**src/rtl/pipe_mem_wb_nport_if.sv**
```systemverilog
`default_nettype none
// +------------------------------------------------------------------+
// | Interface : pipe_mem_wb_nport_if                                 |
// | Bundles the MEM->WB lane bus, stall/flush control, the retired   |
// | counter and, when WB_FWD_EN is defined, the forwarding port.     |
// | Revision  : 1.0                                                  |
// +------------------------------------------------------------------+
interface pipe_mem_wb_nport_if #(
  parameter int DATA_W = 64,
  parameter int RD_W   = 5,
  parameter int NPORT  = 2,
  parameter int CNT_W  = 32
);
  logic                    stall;
  logic                    flush;
  logic [NPORT-1:0]        mem_valid;
  logic [NPORT-1:0]        mem_regwrite;
  logic [NPORT*RD_W-1:0]   mem_rd;
  logic [NPORT*DATA_W-1:0] mem_data;
  logic [NPORT-1:0]        wb_valid;
  logic [NPORT-1:0]        wb_regwrite;
  logic [NPORT*RD_W-1:0]   wb_rd;
  logic [NPORT*DATA_W-1:0] wb_data;
  logic [CNT_W-1:0]        retired_cnt;
`ifdef WB_FWD_EN
  logic [RD_W-1:0]         fwd_rs;
  logic                    fwd_hit;
  logic [DATA_W-1:0]       fwd_data;
`endif

`ifdef WB_FWD_EN
  modport master (
    output stall, flush, mem_valid, mem_regwrite, mem_rd, mem_data, fwd_rs,
    input  wb_valid, wb_regwrite, wb_rd, wb_data, retired_cnt, fwd_hit, fwd_data
  );
  modport slave (
    input  stall, flush, mem_valid, mem_regwrite, mem_rd, mem_data, fwd_rs,
    output wb_valid, wb_regwrite, wb_rd, wb_data, retired_cnt, fwd_hit, fwd_data
  );
`else
  modport master (
    output stall, flush, mem_valid, mem_regwrite, mem_rd, mem_data,
    input  wb_valid, wb_regwrite, wb_rd, wb_data, retired_cnt
  );
  modport slave (
    input  stall, flush, mem_valid, mem_regwrite, mem_rd, mem_data,
    output wb_valid, wb_regwrite, wb_rd, wb_data, retired_cnt
  );
`endif
endinterface
`default_nettype wire

```
**src/rtl/pipe_mem_wb_nport.sv**
```systemverilog
`default_nettype none
// +------------------------------------------------------------------+
// | Module   : pipe_mem_wb_nport                                     |
// | NPORT-lane MEM->WB pipeline register, STAGES deep, with valid    |
// | tracking, stall/flush, XZR write suppression and a retired-      |
// | instruction counter. Optional macro WB_FWD_EN adds a read-port   |
// | style forwarding lookup over all stored entries.                 |
// | Revision : 1.0                                                   |
// +------------------------------------------------------------------+
module pipe_mem_wb_nport #(
  parameter int DATA_W = 64,
  parameter int RD_W   = 5,
  parameter int NPORT  = 2,
  parameter int STAGES = 1,
  parameter int CNT_W  = 32
) (
  input  wire logic             clk,
  input  wire logic             resetl,
  pipe_mem_wb_nport_if.slave    bus
);

  localparam logic [RD_W-1:0] c_XZR = {RD_W{1'b1}};

  // Stage k of every field; stage STAGES-1 drives the wb_* outputs.
  logic [STAGES-1:0][NPORT-1:0]        r_valid;
  logic [STAGES-1:0][NPORT-1:0]        r_we;
  logic [STAGES-1:0][NPORT*RD_W-1:0]   r_rd;
  logic [STAGES-1:0][NPORT*DATA_W-1:0] r_data;
  logic [CNT_W-1:0]                    r_cnt;

  logic [NPORT-1:0]        w_we;
  logic [NPORT*RD_W-1:0]   w_rd;
  logic [NPORT*DATA_W-1:0] w_data;
  logic [CNT_W-1:0]        w_pop;

  // Capture qualification: XZR writes are dropped, data of non-writing lanes is zeroed.
  always_comb begin
    w_we   = '0;
    w_rd   = '0;
    w_data = '0;
    for (int i = 0; i < NPORT; i++) begin
      w_we[i] = bus.mem_valid[i] & bus.mem_regwrite[i] &
                (bus.mem_rd[i*RD_W +: RD_W] != c_XZR);
      if (bus.mem_valid[i])
        w_rd[i*RD_W +: RD_W] = bus.mem_rd[i*RD_W +: RD_W];
      if (w_we[i])
        w_data[i*DATA_W +: DATA_W] = bus.mem_data[i*DATA_W +: DATA_W];
    end
  end

  // Number of valid lanes leaving the last stage on an advance.
  always_comb begin
    w_pop = '0;
    for (int i = 0; i < NPORT; i++)
      w_pop = w_pop + CNT_W'(r_valid[STAGES-1][i]);
  end

  // Delay line and retired counter; priority reset > flush > stall > advance.
  always_ff @(posedge clk) begin
    if (!resetl) begin
      r_valid <= '0;
      r_we    <= '0;
      r_rd    <= '0;
      r_data  <= '0;
      r_cnt   <= '0;
    end else if (bus.flush) begin
      r_valid <= '0;
      r_we    <= '0;
      r_rd    <= '0;
      r_data  <= '0;
    end else if (!bus.stall) begin
      r_valid[0] <= bus.mem_valid;
      r_we[0]    <= w_we;
      r_rd[0]    <= w_rd;
      r_data[0]  <= w_data;
      for (int k = 1; k < STAGES; k++) begin
        r_valid[k] <= r_valid[k-1];
        r_we[k]    <= r_we[k-1];
        r_rd[k]    <= r_rd[k-1];
        r_data[k]  <= r_data[k-1];
      end
      r_cnt <= r_cnt + w_pop;
    end
  end

  assign bus.wb_valid    = r_valid[STAGES-1];
  assign bus.wb_regwrite = r_we[STAGES-1];
  assign bus.wb_rd       = r_rd[STAGES-1];
  assign bus.wb_data     = r_data[STAGES-1];
  assign bus.retired_cnt = r_cnt;

`ifdef WB_FWD_EN
  logic              w_hit;
  logic [DATA_W-1:0] w_fdata;

  // Forward lookup: scan oldest-to-youngest so the last match (youngest) wins.
  always_comb begin
    w_hit   = 1'b0;
    w_fdata = '0;
    if (bus.fwd_rs != c_XZR) begin
      for (int k = STAGES-1; k >= 0; k--) begin
        for (int i = 0; i < NPORT; i++) begin
          if (r_we[k][i] && (r_rd[k][i*RD_W +: RD_W] == bus.fwd_rs)) begin
            w_hit   = 1'b1;
            w_fdata = r_data[k][i*DATA_W +: DATA_W];
          end
        end
      end
    end
  end

  assign bus.fwd_hit  = w_hit;
  assign bus.fwd_data = w_fdata;
`endif

endmodule
`default_nettype wire

```
**src/flat_wrapper.sv**
```systemverilog
// flat-port wrapper written by rule: the top's interface ports become plain ports
module pipe_mem_wb_nport_flat 
#(
  parameter int DATA_W = 64,
  parameter int RD_W   = 5,
  parameter int NPORT  = 2,
  parameter int STAGES = 1,
  parameter int CNT_W  = 32
)
  (clk, resetl, bus_stall, bus_flush, bus_mem_valid, bus_mem_regwrite, bus_mem_rd, bus_mem_data, bus_wb_valid, bus_wb_regwrite, bus_wb_rd, bus_wb_data, bus_retired_cnt);
  pipe_mem_wb_nport_if #(.DATA_W(DATA_W), .RD_W(RD_W), .NPORT(NPORT), .CNT_W(CNT_W)) bus_i ();
  input  wire logic clk;
  input  wire logic resetl;
  input wire logic [$bits(bus_i.stall)-1:0] bus_stall;
  input wire logic [$bits(bus_i.flush)-1:0] bus_flush;
  input wire logic [$bits(bus_i.mem_valid)-1:0] bus_mem_valid;
  input wire logic [$bits(bus_i.mem_regwrite)-1:0] bus_mem_regwrite;
  input wire logic [$bits(bus_i.mem_rd)-1:0] bus_mem_rd;
  input wire logic [$bits(bus_i.mem_data)-1:0] bus_mem_data;
  output wire logic [$bits(bus_i.wb_valid)-1:0] bus_wb_valid;
  output wire logic [$bits(bus_i.wb_regwrite)-1:0] bus_wb_regwrite;
  output wire logic [$bits(bus_i.wb_rd)-1:0] bus_wb_rd;
  output wire logic [$bits(bus_i.wb_data)-1:0] bus_wb_data;
  output wire logic [$bits(bus_i.retired_cnt)-1:0] bus_retired_cnt;
  assign bus_i.stall = bus_stall;
  assign bus_i.flush = bus_flush;
  assign bus_i.mem_valid = bus_mem_valid;
  assign bus_i.mem_regwrite = bus_mem_regwrite;
  assign bus_i.mem_rd = bus_mem_rd;
  assign bus_i.mem_data = bus_mem_data;
  assign bus_wb_valid = bus_i.wb_valid;
  assign bus_wb_regwrite = bus_i.wb_regwrite;
  assign bus_wb_rd = bus_i.wb_rd;
  assign bus_wb_data = bus_i.wb_data;
  assign bus_retired_cnt = bus_i.retired_cnt;
  pipe_mem_wb_nport #(.DATA_W(DATA_W), .RD_W(RD_W), .NPORT(NPORT), .STAGES(STAGES), .CNT_W(CNT_W)) u_core (.clk(clk), .resetl(resetl), .bus(bus_i));
endmodule
```
**config.mk**
```make
export PLATFORM = sky130hd
export DESIGN_NAME = pipe_mem_wb_nport_flat
export DESIGN_NICKNAME = d
export VERILOG_FILES = /design/src/rtl/pipe_mem_wb_nport_if.sv /design/src/rtl/pipe_mem_wb_nport.sv /design/src/flat_wrapper.sv
export SDC_FILE = /design/constraint.sdc
export NUM_CORES = 1
export LEC_CHECK = 0
export CAP_MARGIN = 40
export CORE_MARGIN = 1
export CORE_UTILIZATION = 40
export DETAILED_ROUTE_END_ITERATION = 10
export MAX_ROUTING_LAYER = met4
export PLACE_DENSITY = 0.81
export SETUP_SLACK_MARGIN = 0.3
export SLEW_MARGIN = 10
export SYNTH_ARGS = -nofsm -noshare
export SYNTH_HDL_FRONTEND = slang
export SYNTH_SLANG_ARGS = --single-unit
```
**constraint.sdc**
```tcl
create_clock -name clk -period 3.2 [get_ports clk]
set_input_delay 0.64 -clock clk [delete_from_list [all_inputs] [get_ports clk]]
set_output_delay 0.64 -clock clk [all_outputs]
set_load 0.01 [all_outputs]
```
Word level (Yosys, flattened, before mapping)
Cells that the tools add are included.
{"block": "totals", "latchBits": 0, "regBits": 174, "word_cells": 22, "ramBits": 0, "output_inout_bits": 174, "input_bits": 146, "mem_bits_ro": 0, "n_memories": 0}
{"block": "classes", "div_mod_pow": 0, "shifts": 0, "n_addsub": 2, "muxes": 4, "mul": 0, "magnitude_cmp": 0, "reduce_logical": 2, "bitwise_logic": 7, "n_eq_ne": 2}
{"operator": "64-bit two-way mux", "count": 2}
{"operator": "32-bit adder", "count": 1}
{"operator": "5-bit two-way mux", "count": 2}
{"operator": "5-bit inequality test, second input constant", "count": 2}
{"operator": "1-bit AND", "count": 4}
{"operator": "1-bit inverter", "count": 3}
{"operator": "1-bit by 1-bit adder with 2-bit output", "count": 1}
{"operator": "2-bit AND reduction", "count": 1}
{"operator": "2-bit OR reduction", "count": 1}

Longest topological paths before layout
Gate-level depths: netlist of run 1.
{"block": "logic_depth", "ltp_word": 3, "depth_mapped": 9, "mapped_depth_nobuf": 8}

Least setup slack after synthesis of run 1
OpenSTA, ideal clock, no wires.
{"block": "synth_timing", "kind": "reg-to-reg", "startpoint": "register u_core.r_valid, in the netlist u_core.bus.wb_valid[0]", "endpoint": "register u_core.r_cnt[28] (netlist: u_core.bus.retired_cnt[28])", "n_path_buf": 1, "arrival_ps": 2366, "required_ps": 3130, "path_stages_with_launch": 10, "setup_time_ps": 70, "synth_period_minus_slack_ps": 2436, "setup_slack_ps": 764, "path_cell_list": "dfxtp_1 ha_1 ha_1 inv_1 fa_1 and3b_1 nand3_1 clkbuf_1 or4_1 a21oi_1"}
{"block": "synth_between", "elab_chain_len": 2}
{"item": "from (decl)", "line": "pipe_mem_wb_nport.sv:25", "rtl": "logic [STAGES-1:0][NPORT-1:0] r_valid;"}
{"item": "from (signal, indexed assignment)", "line": "pipe_mem_wb_nport.sv:77", "rtl": "r_valid[k] <= r_valid[k-1];"}
{"item": "1-bit by 1-bit adder with 2-bit output", "line": "pipe_mem_wb_nport.sv:55", "rtl": "w_pop = w_pop + CNT_W'(r_valid[STAGES-1][i]);"}
{"item": "32-bit adder", "line": "pipe_mem_wb_nport.sv:82", "rtl": "r_cnt <= r_cnt + w_pop;"}
{"item": "to (signal assigned)", "line": "pipe_mem_wb_nport.sv:82"}
{"item": "to (decl)", "line": "pipe_mem_wb_nport.sv:29", "rtl": "logic [CNT_W-1:0] r_cnt;"}
Every way passes these cells.
A chain may end at the register's enable or synchronous reset.

Worst setup path after layout of run 1
{"block": "layout_timing", "startpoint": "register u_core.r_valid, in the netlist u_core.bus.wb_valid[0]", "endpoint": "register u_core.r_cnt[16] (netlist: u_core.bus.retired_cnt[16])"}
The elaborated chain is that of the path after synthesis.

==> results of run 1 <==
-- worst max-delay path, cell delays in order, from the launching register on --
cell	delay [ps]
dfxtp_1	330
ha_1	290
ha_1	160
inv_1	50
fa_1	390
and3b_1	350
nand4_1	330
or3_1	430
a21oi_1	170
-- area by class of cell --
type / instances / area (um^2)
Timing Repair Buffer: 331 / 3330
Tap cell: 188 / 235
Inverter: 6 / 22.5
Sequential cell: 174 / 3480
Clock inverter: 13 / 161
Fill cell: 1219 / 4990
Clock buffer: 19 / 443
Multi-Input combinational cell: 430 / 2530
-- registers in the layout, summed over array words and instances, names as in the netlist --
register                count
u_core.bus.wb_valid         2
u_core.bus.retired_cnt     32
u_core.bus.wb_data        128
u_core.bus.wb_regwrite      2
u_core.bus.wb_rd           10
-- kinds of logic (layout without fill, tap and decap cells) --
| family | Yosys count | count (layout) | synth area share, % |
|---|---|---|---|
| buffers and inverters | 60 | 369 | 3.69 |
| adder cells (fa/ha/maj) | 4 | 4 | 0.923 |
| AND/OR/NAND/NOR | 229 | 229 | 16.7 |
| flip-flops | 174 | 174 | 55.9 |
| AO/OA/AOI/OAI | 186 | 186 | 21.2 |
| multiplexers | 1 | 1 | 0.161 |
| XOR/XNOR | 10 | 10 | 1.41 |
-- power groups by stage --
stage | Sequential [uW] | Combinational [uW] | Clock, uW
global placement | 2250 | 410 | 0
finish | 2200 | 414 | 2120
detailed placement | 2250 | 414 | 0
global route | 2200 | 445 | 2250
CTS | 2200 | 416 | 2160
floorplan | 2260 | 126 | 0
-- layer usage --
layer	track usage [%]	share of wire (%)	up-vias
met5	-	0	-
met4	10.2	2.8	0
met3	5.90	6.3	32
met2	39.8	48	235
met1	28.8	42	2882
li1	-	-	2987
-- synthesized netlist by cell type (all sizes together) --
cell    instances
xor2            7
buf            17
a21oi          24
nor2          153
dfxtp         174
a21o            1
a211oi          1
fa              1
nor3b           1
nor2b           2
mux2i           1
and3b           1
and3            2
or3             7
and4            3
nand3          12
o21ai           8
nand2b          2
nand4          10
nand2          16
nor4            1
inv             6
o31ai          12
nor3            1
ha              3
clkbuf         37
or4            15
o211a           2
and2            2
nand4b          1
a22oi         138
xnor2           3
-- timing repair --
item                                    4_1_cts  5_1_grt
endpoints found under the setup margin        0        2
endpoints found under the hold margin         0        0
gates resized for setup                       0        1
-- per-stage QoR --
stage	area (um^2)	hold slack [ps]	util, %	total power [uW]
floorplan	6230	496	-	2390
finish	10200	496	67.2	4730
global route	10200	514	67.2	4900
CTS	10200	505	67.1	4780
global placement	9600	466	63.1	2660
detailed placement	9600	475	63.1	2670
-- worst paths after layout --
check | end | depth (start not counted)
worst max-delay path | u_core.bus.retired_cnt[16]$_SDFFE_PN0P_ | 8
worst min-delay path | u_core.bus.wb_regwrite[1]$_SDFFE_PP0N_ | 2
worst max register to register | u_core.bus.retired_cnt[16]$_SDFFE_PN0P_ | 8
worst min register to register | u_core.bus.wb_regwrite[1]$_SDFFE_PP0N_ | 2
==> metrics.cfg, run 1 <==
[synthesis]
yosys-top-cells-area = dfxtp_1 (56%), a22oi_1 (17%), nor2_1 (9.2%), clkbuf_1 (2.2%), a21oi_1 (1.9%)
yosysTopAreaCell = dfxtp_1
netlist_instances = 664
syn_avg_cell_area_um2 = 9.39
syn_nets = 814
synth.yosys.warnings = 0
ys_types = 37
synth-seq-area-share_pct = 55.9
yosysTopAreaCellShare_pct = 55.9
syn-cell-area_um2 = 6230
ys_seq_elements = 174

[timing]
finalSetupTns_ps = 0
clock.fmax_mhz = 387
final-hold-violation-count = 0
max-slew-margin-rel_pct = 44.9
setup_viol = 0
finClkSkew_ps = 6.10
fin_ws_ps = 614
min_period_ps = 2590
slew_viol_final = 0
rsz0062_at_grt = no
fin_crit_sh_pct = 80.8
tightest_slew_ps = 826

[drt]
antenna_left = 0
wire_per_inst_um = 16.7
drt_wl_total_um = 19400
drc = 0
drtIter0Drc = 435
via_per_inst = 5.29
vias = 6136
first_pass_iters = 5

[cts]
cts_root_buf = clkbuf_16
cts_max_path_buffers = 2
cts_setup_buffers = 0
clock_sinks = 174
path_clk_slew_ps = 60
numCtsBuffers = 17
h-tree-depth = 4
ctsHoldBuffers = 0
cts_tree = built
clock_latency_ps = 410

[worst_setup_path]
required_ps = 3530
path_max_fanout = 7
crit_type = reg2reg
critPathLaunchType = flip-flop
rrSetupSlack_ps = 610
end_kind = flip-flop
reg2reg_from = u_core.bus.wb_valid[0]$_SDFFE_PP0N_
crit_arrival_ps = 2920
critPathLaunch = u_core.bus.wb_valid[0]$_SDFFE_PP0N_

[finish]
antenna_cells = 0
final_cell_mix = clkdlybuf4s50_1 (318), dfxtp_1 (174), nor2_1 (153)
area_growth_pct = 63.8
drive_above_1_share_pct = 5.34
final_common_cell = clkdlybuf4s50_1
final_cells = 1161
nNetsFinal = 1110

[global_route]
track_usage_pct = 24.4
antenna_found_initial = 0
grt_start_max_net_pins = 81
grt_pass1_vias = 5768
grt_pass1_wl_um = 30000
grt_remaining_overflow = 0

[power_and_ir_drop]
p_seq_share_pct = 46.5
p_per_area_nw_per_um2 = 464
vdd_drop_max_v = 0.000321
p_switching_uw = 1050
leakagePower_uw = 0.00348
switching_share_pct = 22.1
clkPwrFrac_pct = 44.7
combPwrFrac_pct = 8.7
p_int_uw = 3690

[run]
timing.max_cap.violations = 0

[place]
gp_congestion = 0.770
preCtsSetupSlack_ps = 546
placedCellCount = 1129
portBuffers = 319
dp_hpwl_um = 13800

[die]
die-area_um2 = 16100
die_h_um = 127
fp.dieW_um = 127
rows = 45
fp.coreArea_um2 = 15200
num_io_pins = 320
start_util_pct = 41.0

[hold_path]
worst_hold_path_type = reg2reg
hp-start = u_core.bus.wb_regwrite[1]$_SDFFE_PP0N_

[run_status]
outcome = finished clean

No activity file was read; power rests on OpenSTA's default activity.
==> run 2: changes to the inputs <==
==> constraint.sdc (replaced) <==
create_clock -name clk -period 2.6 [get_ports clk]
set_input_delay 0.52 -clock clk [delete_from_list [all_inputs] [get_ports clk]]
set_output_delay 0.52 -clock clk [all_outputs]
set_load 0.01 [all_outputs]
==> run 2 against run 1 <==
  * Non-clock buffer count up 10
  * Cell area grew 2.1%
  * Sequential cell count unchanged
  * Die area unchanged
  * Combinational power rose by 26%
  * Clock power increased by 28%
  * Critical path depth grew 3
==> metrics.cfg, run 2 (synthesized netlist as in run 1, its figures left out) <==
[worst_setup_path]
crit_arrival_ps = 2590
path_max_fanout = 4
crit_top_cell = buf_4
crit_type = reg2reg
critPathMaxStageDelay_ps = 350
ff2ff_path_depth = 11
path_cells = ha_4 > ha_4 > inv_2 > fa_2 > and3b_2 > buf_4 > buf_4 > buf_4 > nand4_1 > xnor2_1 > and2_1
slowest_stage = dfxtp_4
path_buf_inv = 4
critPathTopFamily = adder cells
required_ps = 2910
cp.depth = 11
rrSetupSlack_ps = 320
critPathLaunchType = flip-flop
end_kind = flip-flop

[drt]
first_pass_iters = 5
drc = 0
wire_per_inst_um = 16.9
vias = 6243
drt_wl_total_um = 19800
drtIter0Drc = 415
via_per_inst = 5.33
antenna_left = 0

[timing]
final-hold-violation-count = 0
max-slew-margin-rel_pct = 66.3
clock.fmax_mhz = 439
finalSetupTns_ps = 0
slew_viol_final = 0
min_period_ps = 2280
fin_crit_sh_pct = 87.7
rsz0062_at_grt = yes
setup_viol = 0
tightest_slew_ps = 506
finClkSkew_ps = 7.76

[place]
gp_congestion = 0.796
placedCellCount = 1132
portBuffers = 319
dp_hpwl_um = 13800

[cts]
numCtsBuffers = 17
cts_max_path_buffers = 2
cts_tree = built
clock_latency_ps = 420
path_clk_slew_ps = 60
h-tree-depth = 4
clock_sinks = 174
ctsHoldBuffers = 0
cts_root_buf = clkbuf_16

[run]
timing.max_cap.violations = 0

[power_and_ir_drop]
p_per_area_nw_per_um2 = 571
leakagePower_uw = 0.00356
vdd_drop_max_v = 0.000416
p_int_uw = 4690
clkPwrFrac_pct = 45.7
power_uw = 5950
p_seq_share_pct = 45.6
combPwrFrac_pct = 8.7
switching_share_pct = 21.2
p_switching_uw = 1260

[hold_path]
min_path_cells = 2
worst_hold_path_type = reg2reg

[die]
die-area_um2 = 16100
start_util_pct = 41.0
die_h_um = 127
fp.coreArea_um2 = 15200
num_io_pins = 320
fp.dieW_um = 127
rows = 45

[global_route]
grt_pass1_wl_um = 30100
grt_remaining_overflow = 0
track_usage_pct = 24.5
grt_start_max_net_pins = 78
grt_pass1_vias = 5894
antenna_found_initial = 0

[finish]
final_common_cell = clkdlybuf4s50_1
final_cell_mix = clkdlybuf4s50_1 (318), dfxtp_1 (172), nor2_1 (153)
nNetsFinal = 1121
area_growth_pct = 67.2
drive_above_1_share_pct = 7.63
final_cells = 1171
antenna_cells = 0
largest_reg_flops = 128

[run_status]
outcome = finished clean

## run 2: changes by cell type in the layout (fill, tap and decap cells not counted), sizes merged
cell / change
bufinv: +1
buf: +10
clkinv: -5
clkbuf: +3
nand3: +1
## run 2: final cells by class
type                            instances  area, um^2
Fill cell                            1179        4780
Multi-Input combinational cell        431        2620
Timing Repair Buffer                  341        3430
Clock buffer                           22         474
Inverter                                6        22.5
Sequential cell                       174        3490
Tap cell                              188         235
Clock inverter                          9         156
## run 2: final timing paths
path | startpoint | to
setup / recovery | u_core.bus.wb_valid[1]$_SDFFE_PP0N_ | u_core.bus.retired_cnt[10]$_SDFFE_PN0P_
hold / removal | u_core.bus.retired_cnt[30]$_SDFFE_PN0P_ | u_core.bus.retired_cnt[30]$_SDFFE_PN0P_
setup reg to reg | u_core.bus.wb_valid[1]$_SDFFE_PP0N_ | u_core.bus.retired_cnt[10]$_SDFFE_PN0P_
hold reg to reg | u_core.bus.retired_cnt[30]$_SDFFE_PN0P_ | u_core.bus.retired_cnt[30]$_SDFFE_PN0P_
## run 2: worst reg2reg max path: stages (launching register included)
cell and delay [ps]:
dfxtp_4 350, ha_4 270, ha_4 120, inv_2 30, fa_2 330, and3b_2 310
buf_4 130, buf_4 110, buf_4 100, nand4_1 120, xnor2_1 150, and2_1 150
## run 2: power by group through the flow
stage | combinational, uW | sequential, uW | clock, uW
floorplan | 156 | 2780 | 0
global placement | 507 | 2770 | 0
detailed placement | 516 | 2770 | 0
CTS | 520 | 2710 | 2760
global route | 556 | 2710 | 2860
finish | 520 | 2710 | 2720
## run 2: metal layers
layer | global-route usage (%) | vias to the layer above | routed length [um]
li1 | - | 3005 | -
met5 | - | - | 0
met3 | 6.62 | 26 | 1370
met2 | 41.2 | 251 | 9990
met4 | 8.12 | 0 | 380
met1 | 28.1 | 2961 | 8080
## run 2: repair_timing
item	in CTS	in global routing
endpoints found under the setup margin	6	10
pin swaps	3	6
cloned	1	0
buffers inserted	5	2
gates resized for setup	4	9
## run 2: through the flow
step | util (%) | worst slack (ps) | instance area, um^2 | hold slack (ps)
2_1_floorplan | - | 327 | 6280 | 496
3_3_place_gp | 63.5 | 196 | 9650 | 470
3_5_place_dp | 63.7 | 146 | 9680 | 480
4_1_cts | 68.2 | 297 | 10400 | 476
5_1_grt | 68.6 | 241 | 10400 | 519
6_report | 68.6 | 320 | 10400 | 492
==> run 3: changes to the inputs <==
--- a/config.mk
+++ b/config.mk
@@ -6,12 +6,14 @@
 export NUM_CORES = 1
 export LEC_CHECK = 0
 export CAP_MARGIN = 40
+export CORE_ASPECT_RATIO = 1.5
 export CORE_MARGIN = 1
 export CORE_UTILIZATION = 40
 export DETAILED_ROUTE_END_ITERATION = 10
 export MAX_ROUTING_LAYER = met4
 export PLACE_DENSITY = 0.81
 export SETUP_SLACK_MARGIN = 0.3
+export SKIP_CTS_REPAIR_TIMING = 1
 export SLEW_MARGIN = 10
 export SYNTH_ARGS = -nofsm -noshare
 export SYNTH_HDL_FRONTEND = slang
==> constraint.sdc (replaced) <==
create_clock -name clk -period 2.6 [get_ports clk]
set_input_delay 0.52 -clock clk [delete_from_list [all_inputs] [get_ports clk]]
set_output_delay 0.52 -clock clk [all_outputs]
set_load 0.02 [all_outputs]
==> run 3 against run 2 <==
  * Wire length increased by 0.16%
  * Cell count increased by 0.60%
  * First-iteration DRC count fell by 34%
  * Register-to-register slack barely moved
  * Via count shrank 1.0%
  * Worst hold slack worse by 7.8 ps
  * Critical path depth fell by 3
  * Critical endpoint is now u_core.bus.retired_cnt[22]$_SDFFE_PN0P_
==> metrics.cfg, run 3 (synthesized netlist as in run 1, its figures left out) <==
[global_route]
track_usage_pct = 24.8
grt_start_max_net_pins = 76
grt_pass1_wl_um = 30600
antenna_found_initial = 0
grt_remaining_overflow = 0
grt_pass1_vias = 5996

[worst_setup_path]
critPathTopFamily = simple AND/OR/NAND/NOR gates
required_ps = 2950
end_kind = flip-flop
slowest_stage = or4_1
path_buf_inv = 1
crit_type = reg2reg
crit_top_cell = ha_4
path_cells = ha_4 > ha_4 > inv_2 > fa_2 > and3b_2 > nand3_4 > or4_1 > a21oi_1
crit_arrival_ps = 2630
ff2ff_path_depth = 8
rrSetupSlack_ps = 320
critPathLaunchType = flip-flop
path_max_fanout = 5
critPathMaxStageDelay_ps = 510
cp.depth = 8

[die]
die_h_um = 155
start_util_pct = 41.2
num_io_pins = 320
rows = 55
fp.coreArea_um2 = 15100
fp.dieW_um = 104
die-area_um2 = 16100

[power_and_ir_drop]
combPwrFrac_pct = 9.4
p_switching_uw = 1370
power_uw = 5710
switching_share_pct = 24.0
vdd_drop_max_v = 0.000336
p_int_uw = 4340
clkPwrFrac_pct = 43.1
p_seq_share_pct = 47.5
p_per_area_nw_per_um2 = 554
leakagePower_uw = 0.00348

[place]
portBuffers = 319
gp_congestion = 0.865
dp_hpwl_um = 13900

[timing]
rsz0062_at_grt = yes
clock.fmax_mhz = 439
tightest_slew_ps = 791
setup_viol = 0
final-hold-violation-count = 0
slew_viol_final = 0
fin_crit_sh_pct = 87.6
finalSetupTns_ps = 0
min_period_ps = 2280
max-slew-margin-rel_pct = 47.2
finClkSkew_ps = 5.72

[finish]
final_common_cell = clkdlybuf4s50_1
final_cell_mix = clkdlybuf4s50_1 (318), dfxtp_1 (172), nor2_1 (153)
area_growth_pct = 65.4
antenna_cells = 0
nNetsFinal = 1117
largest_reg_flops = 128
drive_above_1_share_pct = 7.25

[hold_path]
min_path_cells = 2
worst_hold_path_type = reg2reg

[cts]
h-tree-depth = 4
numCtsBuffers = 17
clock_sinks = 174
path_clk_slew_ps = 70
clock_latency_ps = 420
cts_root_buf = clkbuf_16
cts_tree = built
cts_max_path_buffers = 2

[run_status]
outcome = finished clean

[run]
timing.max_cap.violations = 0

[drt]
drt_wl_total_um = 19900
wire_per_inst_um = 16.9
via_per_inst = 5.25
drtIter0Drc = 275
antenna_left = 0
vias = 6180
drc = 0
first_pass_iters = 4

-- run 3: metal layers --
metal / part of all wire [%] / up-vias / track usage, %
met5: 0 / - / -
met3: 5.7 / 62 / 5.07
met1: 40 / 2885 / 27.3
li1: - / 2993 / -
met2: 50 / 240 / 41.5
met4: 4.4 / 0 / 14.5
-- run 3: final cells by class --
class,count,area (um^2)
Sequential cell,174,3490
Clock inverter,13,130
Timing Repair Buffer,337,3380
Multi-Input combinational cell,431,2610
Fill cell,1202,4830
Tap cell,199,249
Inverter,6,22.5
Clock buffer,18,429
-- run 3: per-stage QoR --
stage / cells / hold slack (ps) / instance area, um^2 / worst slack [ps] / util (%)
after detailed placement: 1142 / 478 / 9670 / 211 / 63.9
final: 1178 / 484 / 10300 / 322 / 68.1
after global routing: 1178 / 501 / 10300 / 257 / 68.1
after CTS: 1173 / 489 / 10200 / 237 / 67.6
after floorplan: 664 / 543 / 6280 / 309 / -
after global placement: 1142 / 468 / 9670 / 231 / 63.9
-- run 3: worst paths after layout --
check,from,endpoint
min,u_core.bus.retired_cnt[31]$_SDFFE_PN0P_,u_core.bus.retired_cnt[31]$_SDFFE_PN0P_
min reg2reg,u_core.bus.retired_cnt[31]$_SDFFE_PN0P_,u_core.bus.retired_cnt[31]$_SDFFE_PN0P_
max,u_core.bus.wb_valid[1]$_SDFFE_PP0N_,u_core.bus.retired_cnt[22]$_SDFFE_PN0P_
max reg2reg,u_core.bus.wb_valid[1]$_SDFFE_PP0N_,u_core.bus.retired_cnt[22]$_SDFFE_PN0P_
-- run 3: power by group through the flow --
stage	clock network (uW)	registers [uW]	logic, uW
2_1_floorplan	0	2810	156
3_3_place_gp	0	2770	529
3_5_place_dp	0	2770	534
4_1_cts	2510	2710	537
5_1_grt	2620	2710	571
6_report	2460	2710	534
-- run 3: worst min-delay path, cell delays in order (launching register included) --
cell	delay [ps]
dfxtp_1	320
o31ai_1	70
a21oi_1	50
